**config.mk**
```make
export PLATFORM = sky130hd
export DESIGN_NAME = mmio_uart_tx_flat
export DESIGN_NICKNAME = d
export VERILOG_FILES = /design/src/rtl/mmio_uart_tx_if.sv /design/src/rtl/mmio_uart_tx.sv /design/src/flat_wrapper.sv
export SDC_FILE = /design/constraint.sdc
export NUM_CORES = 1
export LEC_CHECK = 0
export CAP_MARGIN = 20
export CORE_ASPECT_RATIO = 1.75
export CORE_UTILIZATION = 47
export CTS_BUF_LIST = sky130_fd_sc_hd__clkbuf_2 sky130_fd_sc_hd__clkbuf_4 sky130_fd_sc_hd__clkbuf_8
export DETAILED_ROUTE_END_ITERATION = 16
export PLACE_DENSITY_LB_ADDON = 0.25
export SETUP_SLACK_MARGIN = 0.3
export SKIP_LAST_GASP = 1
export SLEW_MARGIN = 20
export SYNTH_ARGS = -nofsm -noshare
export SYNTH_HDL_FRONTEND = slang
export SYNTH_SLANG_ARGS = --single-unit
```
**constraint.sdc**
```tcl
create_clock -name clk -period 3 [get_ports clk]
set_input_delay 0.6 -clock clk [delete_from_list [all_inputs] [get_ports clk]]
set_output_delay 0.6 -clock clk [all_outputs]
set_load 0.05 [all_outputs]
```
**src/rtl/mmio_uart_tx_if.sv**
```systemverilog
`default_nettype none
// ============================================================================
// Module   : mmio_uart_tx_if
// Brief    : Data-memory bus between the single-cycle core and the UART TX block.
// Revision : 1.0
// ============================================================================
interface mmio_uart_tx_if;
  logic        MemWrite;
  logic [31:0] Mem_WrAddr;
  logic [31:0] Mem_WrData;
  logic        io_sel;
  logic [31:0] io_rdata;

  modport master (
    output MemWrite,
    output Mem_WrAddr,
    output Mem_WrData,
    input  io_sel,
    input  io_rdata
  );

  modport slave (
    input  MemWrite,
    input  Mem_WrAddr,
    input  Mem_WrData,
    output io_sel,
    output io_rdata
  );
endinterface
`default_nettype wire

```
**src/rtl/mmio_uart_tx.sv**
```systemverilog
`default_nettype none
// ============================================================================
// Module   : mmio_uart_tx
// Brief    : Memory-mapped 8N1 UART transmitter with a small TX FIFO.
// Revision : 1.0
// ============================================================================
module mmio_uart_tx #(
  parameter logic [31:0] BASE_ADDR    = 32'hFFFF_0000,
  parameter int          CLKS_PER_BIT = 16,
  parameter int          FIFO_DEPTH   = 4
) (
  input  wire logic     clk,
  input  wire logic     reset,
  mmio_uart_tx_if.slave bus,
  output logic          tx,
  output logic          tx_busy
);

  localparam int c_PTR_W  = $clog2(FIFO_DEPTH);
  localparam int c_CNT_W  = c_PTR_W + 1;
  localparam int c_BAUD_W = $clog2(CLKS_PER_BIT);

  localparam logic [c_BAUD_W-1:0] c_BAUD_LAST = c_BAUD_W'(CLKS_PER_BIT - 1);
  localparam logic [c_CNT_W-1:0]  c_FULL      = c_CNT_W'(FIFO_DEPTH);

  localparam logic [1:0] c_OFS_TXDATA = 2'd0;
  localparam logic [1:0] c_OFS_STATUS = 2'd1;

  localparam logic [1:0] c_IDLE  = 2'd0;
  localparam logic [1:0] c_START = 2'd1;
  localparam logic [1:0] c_DATA  = 2'd2;
  localparam logic [1:0] c_STOP  = 2'd3;

  logic [7:0]          r_mem [FIFO_DEPTH];
  logic [c_PTR_W-1:0]  r_wr_ptr;
  logic [c_PTR_W-1:0]  r_rd_ptr;
  logic [c_CNT_W-1:0]  r_count;
  logic                r_overflow;

  logic [1:0]          r_state;
  logic [c_BAUD_W-1:0] r_baud;
  logic [2:0]          r_bit_cnt;
  logic [7:0]          r_shift;
  logic                r_tx;
  logic                r_busy;

  logic                w_io_sel;
  logic [1:0]          w_offset;
  logic                w_full;
  logic                w_empty;
  logic                w_push_req;
  logic                w_push;
  logic                w_pop;
  logic                w_clr_ovf;
  logic [7:0]          w_head;
  logic [31:0]         w_status;
  logic                w_baud_done;
  logic [1:0]          w_state_next;
  logic [c_BAUD_W-1:0] w_baud_next;
  logic [2:0]          w_bit_cnt_next;
  logic [7:0]          w_shift_next;
  logic                w_tx_next;
  logic                w_busy_next;
  logic                w_unused_bits;

  // ---------------------------------------------------------------- decode
  assign w_io_sel   = (bus.Mem_WrAddr[31:4] == BASE_ADDR[31:4]);
  assign w_offset   = bus.Mem_WrAddr[3:2];
  assign w_full     = (r_count == c_FULL);
  assign w_empty    = (r_count == '0);
  assign w_push_req = bus.MemWrite && w_io_sel && (w_offset == c_OFS_TXDATA);
  assign w_push     = w_push_req && !w_full;
  assign w_clr_ovf  = bus.MemWrite && w_io_sel && (w_offset == c_OFS_STATUS)
                      && bus.Mem_WrData[3];
  assign w_head     = r_mem[r_rd_ptr];
  assign w_status   = {28'b0, r_overflow, r_busy, w_empty, w_full};

  assign bus.io_sel   = w_io_sel;
  assign bus.io_rdata = (w_io_sel && (w_offset == c_OFS_STATUS)) ? w_status : 32'b0;

  assign w_unused_bits = ^{bus.Mem_WrAddr[1:0], bus.Mem_WrData[31:8]};

  // ------------------------------------------------------------------ FIFO
  always_ff @(posedge clk) begin
    if (w_push) r_mem[r_wr_ptr] <= bus.Mem_WrData[7:0];
  end

  always_ff @(posedge clk or negedge reset) begin
    if (!reset) begin
      r_wr_ptr   <= '0;
      r_rd_ptr   <= '0;
      r_count    <= '0;
      r_overflow <= 1'b0;
    end else begin
      if (w_push) r_wr_ptr <= r_wr_ptr + 1'b1;
      if (w_pop)  r_rd_ptr <= r_rd_ptr + 1'b1;
      case ({w_push, w_pop})
        2'b10:   r_count <= r_count + 1'b1;
        2'b01:   r_count <= r_count - 1'b1;
        default: r_count <= r_count;
      endcase
      // A dropped byte wins over a same-edge clear so the loss is never hidden.
      if (w_push_req && w_full) r_overflow <= 1'b1;
      else if (w_clr_ovf)       r_overflow <= 1'b0;
    end
  end

  // --------------------------------------------------------- shifter state
  always_ff @(posedge clk or negedge reset) begin
    if (!reset) begin
      r_state   <= c_IDLE;
      r_baud    <= '0;
      r_bit_cnt <= '0;
      r_shift   <= '0;
      r_tx      <= 1'b1;
      r_busy    <= 1'b0;
    end else begin
      r_state   <= w_state_next;
      r_baud    <= w_baud_next;
      r_bit_cnt <= w_bit_cnt_next;
      r_shift   <= w_shift_next;
      r_tx      <= w_tx_next;
      r_busy    <= w_busy_next;
    end
  end

  assign w_baud_done = (r_baud == c_BAUD_LAST);

  always_comb begin
    w_state_next = r_state;
    case (r_state)
      c_IDLE:  if (!w_empty) w_state_next = c_START;
      c_START: if (w_baud_done) w_state_next = c_DATA;
      c_DATA:  if (w_baud_done && (r_bit_cnt == 3'd7)) w_state_next = c_STOP;
      c_STOP:  if (w_baud_done) w_state_next = w_empty ? c_IDLE : c_START;
      default: w_state_next = c_IDLE;
    endcase
  end

  // Outputs are computed from the next state so tx/tx_busy can be registered
  // without adding a cycle of latency.
  always_comb begin
    w_pop          = 1'b0;
    w_bit_cnt_next = r_bit_cnt;
    w_shift_next   = r_shift;
    w_baud_next    = r_baud + 1'b1;
    if ((r_state == c_IDLE) || (w_state_next != r_state) || w_baud_done)
      w_baud_next = '0;

    case (r_state)
      c_IDLE: begin
        if (!w_empty) begin
          w_pop          = 1'b1;
          w_shift_next   = w_head;
          w_bit_cnt_next = '0;
        end
      end
      c_DATA: begin
        if (w_baud_done) begin
          w_shift_next   = r_shift >> 1;
          w_bit_cnt_next = r_bit_cnt + 1'b1;
        end
      end
      c_STOP: begin
        if (w_baud_done && !w_empty) begin
          w_pop          = 1'b1;
          w_shift_next   = w_head;
          w_bit_cnt_next = '0;
        end
      end
      default: ;
    endcase

    case (w_state_next)
      c_START: w_tx_next = 1'b0;
      c_DATA:  w_tx_next = w_shift_next[0];
      default: w_tx_next = 1'b1;
    endcase
    w_busy_next = (w_state_next != c_IDLE);
  end

  assign tx      = r_tx;
  assign tx_busy = r_busy;

endmodule
`default_nettype wire

```
**src/flat_wrapper.sv**
```systemverilog
// flat-port wrapper written by rule: the top's interface ports become plain ports
module mmio_uart_tx_flat 
#(
  parameter logic [31:0] BASE_ADDR    = 32'hFFFF_0000,
  parameter int          CLKS_PER_BIT = 16,
  parameter int          FIFO_DEPTH   = 4
)
  (clk, reset, tx, tx_busy, bus_MemWrite, bus_Mem_WrAddr, bus_Mem_WrData, bus_io_sel, bus_io_rdata);
  mmio_uart_tx_if bus_i ();
  input  wire logic clk;
  input  wire logic reset;
  output logic tx;
  output logic tx_busy;
  input wire logic [$bits(bus_i.MemWrite)-1:0] bus_MemWrite;
  input wire logic [$bits(bus_i.Mem_WrAddr)-1:0] bus_Mem_WrAddr;
  input wire logic [$bits(bus_i.Mem_WrData)-1:0] bus_Mem_WrData;
  output wire logic [$bits(bus_i.io_sel)-1:0] bus_io_sel;
  output wire logic [$bits(bus_i.io_rdata)-1:0] bus_io_rdata;
  assign bus_i.MemWrite = bus_MemWrite;
  assign bus_i.Mem_WrAddr = bus_Mem_WrAddr;
  assign bus_i.Mem_WrData = bus_Mem_WrData;
  assign bus_io_sel = bus_i.io_sel;
  assign bus_io_rdata = bus_i.io_rdata;
  mmio_uart_tx #(.BASE_ADDR(BASE_ADDR), .CLKS_PER_BIT(CLKS_PER_BIT), .FIFO_DEPTH(FIFO_DEPTH)) u_core (.clk(clk), .reset(reset), .bus(bus_i), .tx(tx), .tx_busy(tx_busy));
endmodule
```
# Word-level counts from Yosys, hierarchy flattened
# Memory sizes are Yosys's and may differ from the RTL's.
# Index checks and enable logic that the tools add are counted.
totals:
  reg_bits: 27
  ram_bits: 32
  input_bits: 67
  output_inout_bits: 35
  word_cells: 80
  mem_count: 1
mem_list:
  columns: ["name", "depth", "width", "read_ports", "rd_clocked_by_memory_dff", "write_ports", "line_no", "source"]
  rows:
  - ["u_core.r_mem", 4, 8, 1, 0, 1, "mmio_uart_tx.sv:34", "logic [7:0] r_mem [FIFO_DEPTH];"]
classes:
  n_addsub: 6
  n_eq_ne: 16
  muxes: 25
  reduce_logical: 21
ops:
  columns: ["op", "n"]
  rows:
  - ["$eq A28 B28 Y1 const B", 1]
  - ["$mux W8", 3]
  - ["$pmux W8 S3", 1]
  - ["$logic_and A1 B1 Y1", 9]
  - ["$mux W3", 3]
  - ["$pmux W3 S3", 1]
  - ["$eq A2 B1 Y1 const B", 4]
  - ["$eq A2 B2 Y1 const B", 4]
  - ["$mux W2", 4]
  - ["$mux W4", 2]
  - ["$pmux W2 S4", 1]
  - ["$mux W1", 7]
  - ["$add A3 B1 Y3 const B", 2]
  - ["$eq A3 B3 Y1 const B", 2]
  - ["$pmux W3 S2", 1]
  - ["$reduce_bool A2 Y1", 3]
  - ["$add A2 B1 Y2 const B", 2]
  - ["$add A4 B1 Y4 const B", 1]
  - ["$eq A4 B4 Y1 const B", 1]
  - ["$logic_not A2 Y1", 2]
  - ["$ne A2 B1 Y1 const B", 2]
  - ["$pmux W1 S2", 2]
  - ["$reduce_and A4 Y1", 1]
  - ["$logic_not A3 Y1", 1]
  - ["6 further kinds", 8]

# Longest topological paths before layout
logic_depth:
  word_depth: 8
  depth_mapped: 12
  ltp_nobuf: 11

# Worst setup path before layout
# No wires, ideal clock.
synth_path:
  kind: "input to output"
  startpoint: "input bus_Mem_WrAddr[5]"
  endpoint: "output bus_io_rdata[1]"
  arrival_ns: 2.040
  required_time_ns: 2.400
  setup_slack_ns: 0.360
  cell_stages: 5
  path_cell_list: "nor4_1 > nand4_1 > nor3_4 > nand2_1 > nor2_1"
synth_via:
  elab_chain_len: 3
synth_lines:
  columns: ["element", "line_no", "source"]
  rows:
  - ["from (decl)", "flat_wrapper.sv:15", "input wire logic [$bits(bus_i.Mem_WrAddr)-1:0] bus_Mem_WrAddr;"]
  - ["$eq A28 B28 Y1", "mmio_uart_tx.sv:67", "assign w_io_sel = (bus.Mem_WrAddr[31:4] == BASE_ADDR[31:4]);"]
  - ["$logic_and A1 B1 Y1", "mmio_uart_tx.sv:79", "assign bus.io_rdata = (w_io_sel && (w_offset == c_OFS_STATUS)) ? w_status : 32'b0;"]
  - ["$mux W4", "mmio_uart_tx.sv:79", null]
  - ["to (decl)", "flat_wrapper.sv:18", "output wire logic [$bits(bus_i.io_rdata)-1:0] bus_io_rdata;"]
# No other way between the ends.

# Worst setup path in the final report
layout_path:
  startpoint: "input bus_Mem_WrAddr[12]"
  endpoint: "output bus_io_rdata[0]"
# The elaborated chain is that of the path after synthesis.

==> impl_metrics.tcl <==
set metrics [dict create \
    syn_to_final_growth_pct 22.9 \
    syn_area_um2 3020 \
    synth.most_common_cell "edfxtp_1" \
    routed_wl_um 5320 \
    antenna_found_initial 0 \
    synth_ff_type "edfxtp_1" \
    regArea_um2 1640 \
    start_util 0.489 \
    fin_crit_ps 2620 \
    first_pass_iters 4 \
    final_antenna_net_count 0 \
    drcViolationCount 0 \
    vias 1924 \
    multi_input_area_um2 1210 \
    ys_warn_count 0 \
    slew_headroom 0.594 \
    worstPathMaxFanout 3 \
    globalplace.congestion 0.848 \
    cts_buffers 9 \
    yosysSeqAreaShare 0.542 \
    synthArstFlopShare 0.458 \
    run_status "finished, final reports clean" \
    fin_crit_sh 0.872 \
    hpwl_um 4020 \
    cts_tree "done" \
    synth_compound_area_frac 0.0886 \
    clk_pin_slew_ps 70 \
    grt_pass1_wl_um 8730 \
    die_area_um2 6770 \
    num_rows 38 \
    clockRootBuffer "clkbuf_8" \
    grt_pass1_vias 1855 \
    drive_above_1_share 0.184 \
    hold_path.class "reg -> reg" \
    htree_num_levels 3 \
    maxCapViolations 0 \
    ios 102 \
    numPortBuffers 47 \
    grt_use_total 0.174 \
    avgRoutedWirePerCell_um 13.8 \
    crit_required_ps 2400 \
    start_kind "input port" \
    cts.sinks 59 \
    grt_max_degree 28 \
    finalHoldViolations 0 \
    synth_mux_area_frac 0.0679 \
    fmax_mhz 382 \
    synthSimpleGateAreaFrac 0.114 \
    ys_ff_latch 59 \
    power_density_nw_per_um2 479 \
    fillers 542 \
    synth_common_cells "edfxtp_1 (32), buf_4 (28), dfrtp_1 (26)" \
    synth_area_leaders "edfxtp_1 (32%), dfrtp_1 (22%), buf_4 (7.0%)" \
    reg2reg_slack_ps 540 \
    crit_path_end_kind "output port" \
    setup_viol 0 \
    clockBufferDepth 2 \
    p_total_mw 1.78 \
    die_h_um 108 \
    critical_path_class "in -> out" \
    p_leak_nw 1.55 \
    setup_tns_ps 0 \
    fin_nets 381 \
    postCtsHoldBufs 0 \
    synth.avg_cell_area_um2 12.3 \
    peakVddDrop_uv 376 \
    drv_slew 0 \
    grt_setup_unrepaired "false" \
    first_iter_violations 62 \
    synth_top_family_by_area "simple AND/OR/NAND/NOR gates" \
    vias_per_cell 5.00 \
    synth-xor-area-share 0.0232 \
    synth_fa_ha_area_frac 0.0604 \
    core_area_um2 6180 \
    synth.top_cell.area_share 0.318 \
    cp.arrival_ps 2020 \
    synth_cell_types 47 \
    clkLatencyLatePin_ps 340 \
    die_w_um 62.6 \
    worst_pin_slew_ps 607 \
    n_antenna_cell 0 \
    fin_skew_ps 6.07 \
    netlist_instances 246 \
    yosysTopAreaCell "edfxtp_1" \
    synth_edf_count 32 \
    grt.overflow.total 0 \
]
-- stage by stage --
stage          hold slack [ps]   util  area, um^2  setup WS [ps]  instances
6_report                   467  0.601        3720            383        385
5_1_grt                    489  0.601        3720            309        385
4_1_cts                    472  0.599        3700            304        385
3_5_place_dp               463  0.571        3530           18.6        368
3_3_place_gp               448  0.571        3530           38.0        368
2_1_floorplan              304      -        3120            360        273
-- final timing paths --
check                                    from           endpoint  depth (start not counted)
setup reg to reg            u_core.r_state[1]  u_core.r_count[2]                          9
hold reg to reg              u_core.r_baud[0]   u_core.r_baud[0]                          1
max in group asynchronous               reset          u_core.tx                          2
min in group asynchronous               reset  u_core.r_shift[1]                          2
setup / recovery           bus_Mem_WrAddr[12]    bus_io_rdata[0]                          7
hold / removal               u_core.r_baud[0]   u_core.r_baud[0]                          1
-- state kept, by name, indices dropped and copies added, names as in the netlist --
register / cells
u_core.r_mem: 32
u_core.r_rd_ptr: 2
u_core.r_state: 2
u_core.r_baud: 4
u_core.r_overflow: 1
u_core.tx_busy: 1
u_core.r_count: 3
u_core.r_wr_ptr: 2
u_core.tx: 1
u_core.r_bit_cnt: 3
u_core.r_shift: 8
-- kinds of logic after synthesis --
group	after synthesis
xor gates and xnor gates	8
AOI/OAI and AO/OA	39
muxes	10
and+or+nand+nor	64
other	1
buffers and inverters	51
DFF	59
adders and majority gates	14
-- repair_timing --
item,CTS,global route
buffers inserted,1,0
gates resized for setup,32,9
endpoints found under the setup margin,4,5
pin swaps,10,6
-- routing by layer --
metal / track usage / routed length (um) / part of all wire / vias up
li1: - / - / - / 940
met1: 0.188 / 2020 / 0.38 / 924
met2: 0.301 / 2960 / 0.56 / 47
met3: 0.0348 / 157 / 0.029 / 13
met4: 0.126 / 187 / 0.035 / 0
met5: 0 / 0 / 0 / -
-- area by class of cell --
cell class | instances | area share
multi-input combinational | 163 | 0.326
clock inverter | 6 | 0.0111
timing repair buffer | 54 | 0.147
tap | 80 | 0.0269
clock buffer | 10 | 0.0354
inverter | 13 | 0.0131
sequential | 59 | 0.441
-- cells in the final DEF, fill, tap and decap left out, types with 2 or more instances in the layout --
cell type and count:
dlygate4sd2_1 22, nand2b_1 2, buf_4 7, a22oi_1 6
and3_1 4, buf_12 5, ha_1 13, clkbuf_8 9
nor2_2 2, dlymetal6s2s_1 2, and2_2 4, nand3_1 4
nor3_1 2, nand4_1 4, inv_1 13, clkinvlp_4 2
clkdlybuf4s15_1 3, edfxtp_1 32, xor2_1 4, a31oi_1 4
a21oi_1 2, o211ai_1 2, xnor2_1 4, o21ai_0 15
nand2_1 18, nor4_2 2, mux4_2 8, clkdlybuf4s50_1 14
and3_4 2, dfrtp_1 26, conb_1 28, nor2_1 11
and2_1 2
-- where the power goes --
group	switching, mW	internal [mW]
Sequential	0.0261	0.908
Combinational	0.151	0.0756
Clock	0.310	0.308
-- critical path: stages --
cell	delay (ps)
dlygate4sd2_1	240
nor4b_2	240
nand4_1	200
nor3_4	260
buf_4	140
and3_4	190
buf_12	130
(Power assumes the default switching activity.)
==> variant (same flow settings) <==
Make the reset (`reset`) synchronous in 2 clocked blocks.
--- a/src/rtl/mmio_uart_tx.sv
+++ b/src/rtl/mmio_uart_tx.sv
@@ -85,7 +85,7 @@
     if (w_push) r_mem[r_wr_ptr] <= bus.Mem_WrData[7:0];
   end
 
-  always_ff @(posedge clk or negedge reset) begin
+  always_ff @(posedge clk) begin
     if (!reset) begin
       r_wr_ptr   <= '0;
       r_rd_ptr   <= '0;
@@ -106,7 +106,7 @@
   end
 
   // --------------------------------------------------------- shifter state
-  always_ff @(posedge clk or negedge reset) begin
+  always_ff @(posedge clk) begin
     if (!reset) begin
       r_state   <= c_IDLE;
       r_baud    <= '0;
Behaviour: differs if reset is asserted again (counterexample within 4 cycles, from zero or initial values and one cycle with reset low); with reset held inactive, the same outputs for 10 cycles.
==> variant against the original RTL <==
  * Power fell by 4.0%
  * Wire length rose by 12%
  * Clock skew up 0.0035 ns
  * Maximum frequency up 0.26%
  * Cell count up 8.3%
  * Synthesized area is 0.70% higher
  * Setup slack improved by 0.0067 ns
  * Non-clock buffer count grew 7
  * Combinational power shrank 37%
  * Register-to-register slack got worse by 0.04 ns
  * Die area up 0.68%
  * Via count grew 9.6%
  * Sequential cell count increased by 2
  * Design area rose by 3.5%
  * Largest power group unchanged
==> variant: results (changes against the original RTL) <==
status -> completed (unchanged)
slack of the worst reg-to-reg path -> 0.50 ns (was 0.54 ns)
Post-Route WL -> 5.940 mm (was 5.324 mm)
nets@finish -> 413 (was 381)
drt initial violations -> 85 (was 62)
clock skew -> 0.009518 ns (was 0.006068 ns)
synth cell count leaders -> edfxtp_1 (32), buf_4 (29), dfxtp_1 (29) (was edfxtp_1 (32), buf_4 (28), dfrtp_1 (26))
via count -> 2108 (was 1924)
Register-to-Register Path Depth -> 10 (was 9)
# port buffers -> 47 (unchanged)
Tightest Hold Check Type -> reg2reg (unchanged)
number of synthesized flops with an enable pin -> 32 (unchanged)
Cell Area, Placed -> 3640 µm² (was 3528 µm²)
Pleak -> 0.001421 µW (was 0.001550 µW)
RePlAce Congestion -> 0.7416 (was 0.8482)
All-Layer GR Usage -> 19.07% (was 17.42%)
Netlist cell types -> 52 (was 47)
ys async rst share -> 0% (was 45.76%)
crit path max fanout -> 4 (was 3)
Crit Reg-Reg Endpoint -> u_core.r_count[2] (unchanged)
Placement Setup Slack -> 0.02287 ns (was 0.01855 ns)
worst r2r src -> u_core.r_state[1] (unchanged)
synth top area cells -> edfxtp_1 (32%), dfxtp_1 (19%), buf_4 (7.2%), ha_1 (5.3%), mux4_2 (5.2%) (was edfxtp_1 (32%), dfrtp_1 (22%), buf_4 (7.0%), mux4_2 (6.0%), ha_1 (5.4%))
layout cells sized above 1 -> 19.58% (was 18.36%)
Hold Path End -> u_core.r_baud[0] (unchanged)
Post-DP HPWL -> 4.386 mm (was 4.023 mm)
Hold Startpoint -> u_core.r_baud[0] (unchanged)
hold path depth -> 1 (unchanged)
first-pass GRT wire length -> 9.715 mm (was 8.728 mm)
Max VDD drop -> 0.4742 mV (was 0.3758 mV)
worst-margin pin slew -> 0.5834 ns (was 0.6070 ns)
largest net degree at the start of global routing -> 17 (was 28)
sequential area share after synthesis -> 50.64% (was 54.18%)
H-tree lvl count -> 3 (unchanged)
CTS Buf Count -> 9 (unchanged)
variant: cell count changes after synthesis, moves of 4 or more:
cell and change:
o21ai_0 -10, a22oi_1 -6, nand3b_1 +4, dfrtp_1 -26, nor2b_1 +4, a221oi_1 +6, nor3_1 +6, a21oi_1 +6
nor2_1 +13, dfxtp_1 +29, inv_1 +4, nand2_1 -6
variant: cells by family after synthesis:
| logic type | Yosys count | synth area share (%) |
|---|---|---|
| simple gates | 89 | 16.03 |
| flops | 61 | 50.64 |
| buf+inv | 55 | 10.81 |
| compound gates | 33 | 7.850 |
| fa+ha+maj | 14 | 6.001 |
| mux | 11 | 6.535 |
| xor+xnor | 7 | 2.014 |
| other cells | 1 | 0.1232 |
variant: layout make-up:
cell class / count / area, µm²
fill: 544 / 2382
sequential: 61 / 1543
multi-input combinational: 182 / 1366
timing repair buffer: 61 / 584.3
clock buffer: 9 / 123.9
tap: 80 / 100.1
clock inverter: 7 / 65.06
inverter: 17 / 63.81
variant: routing by layer:
metal | GRT usage (%) | up-vias | part of all wire [%]
li1 | - | 1041 | -
met1 | 20.49 | 1021 | 40
met2 | 35.48 | 36 | 57
met3 | 4.747 | 10 | 2.2
met4 | 7.143 | 0 | 1.6
met5 | 0 | - | 0
variant: worst max-delay path by stage:
stage	start	slack (ns)	end	cells past startpoint
finish	bus_Mem_WrAddr[13]	0.39	bus_io_rdata[0]	8
global route	bus_Mem_WrAddr[12]	0.28	bus_io_rdata[0]	8
CTS	bus_Mem_WrAddr[6]	0.31	bus_io_rdata[0]	8
detailed placement	bus_Mem_WrAddr[13]	0.02	u_core.r_count[2]	10
global placement	bus_Mem_WrAddr[5]	0.04	bus_io_rdata[0]	8
floorplan	bus_Mem_WrAddr[6]	0.009	bus_io_rdata[0]	5
variant: worst max-delay path: stages:
cell,delay (ns)
dlygate4sd2_1,0.26
nor4b_4,0.20
nand4_1,0.21
nor3_4,0.22
nand3b_1,0.11
buf_6,0.15
nor2b_4,0.12
buf_12,0.14
variant: stage by stage:
| step | std cells | total power [µW] | hold slack, ns | util, % |
|---|---|---|---|---|
| global placement | 394 | 1044 | 0.4293 | 58.44 |
| global route | 417 | 1766 | 0.4751 | 61.75 |
| CTS | 416 | 1726 | 0.4511 | 61.81 |
| floorplan | 298 | 1011 | 0.4179 | - |
| detailed placement | 394 | 1046 | 0.4394 | 58.44 |
| finish | 417 | 1708 | 0.4468 | 61.75 |
variant: where the power goes:
part	switching, µW	total, µW	internal (µW)
Clock	370	691	321
Sequential	0.00000730	875	875
Combinational	101	142	40.6
Total	471	1710	1240
variant: what timing repair did:
item,4_1_cts,5_1_grt
setup buffers,6,1
pin swaps,6,6
hold buffers,0,0
endpoints found under the setup margin,4,6
resized for setup,26,15
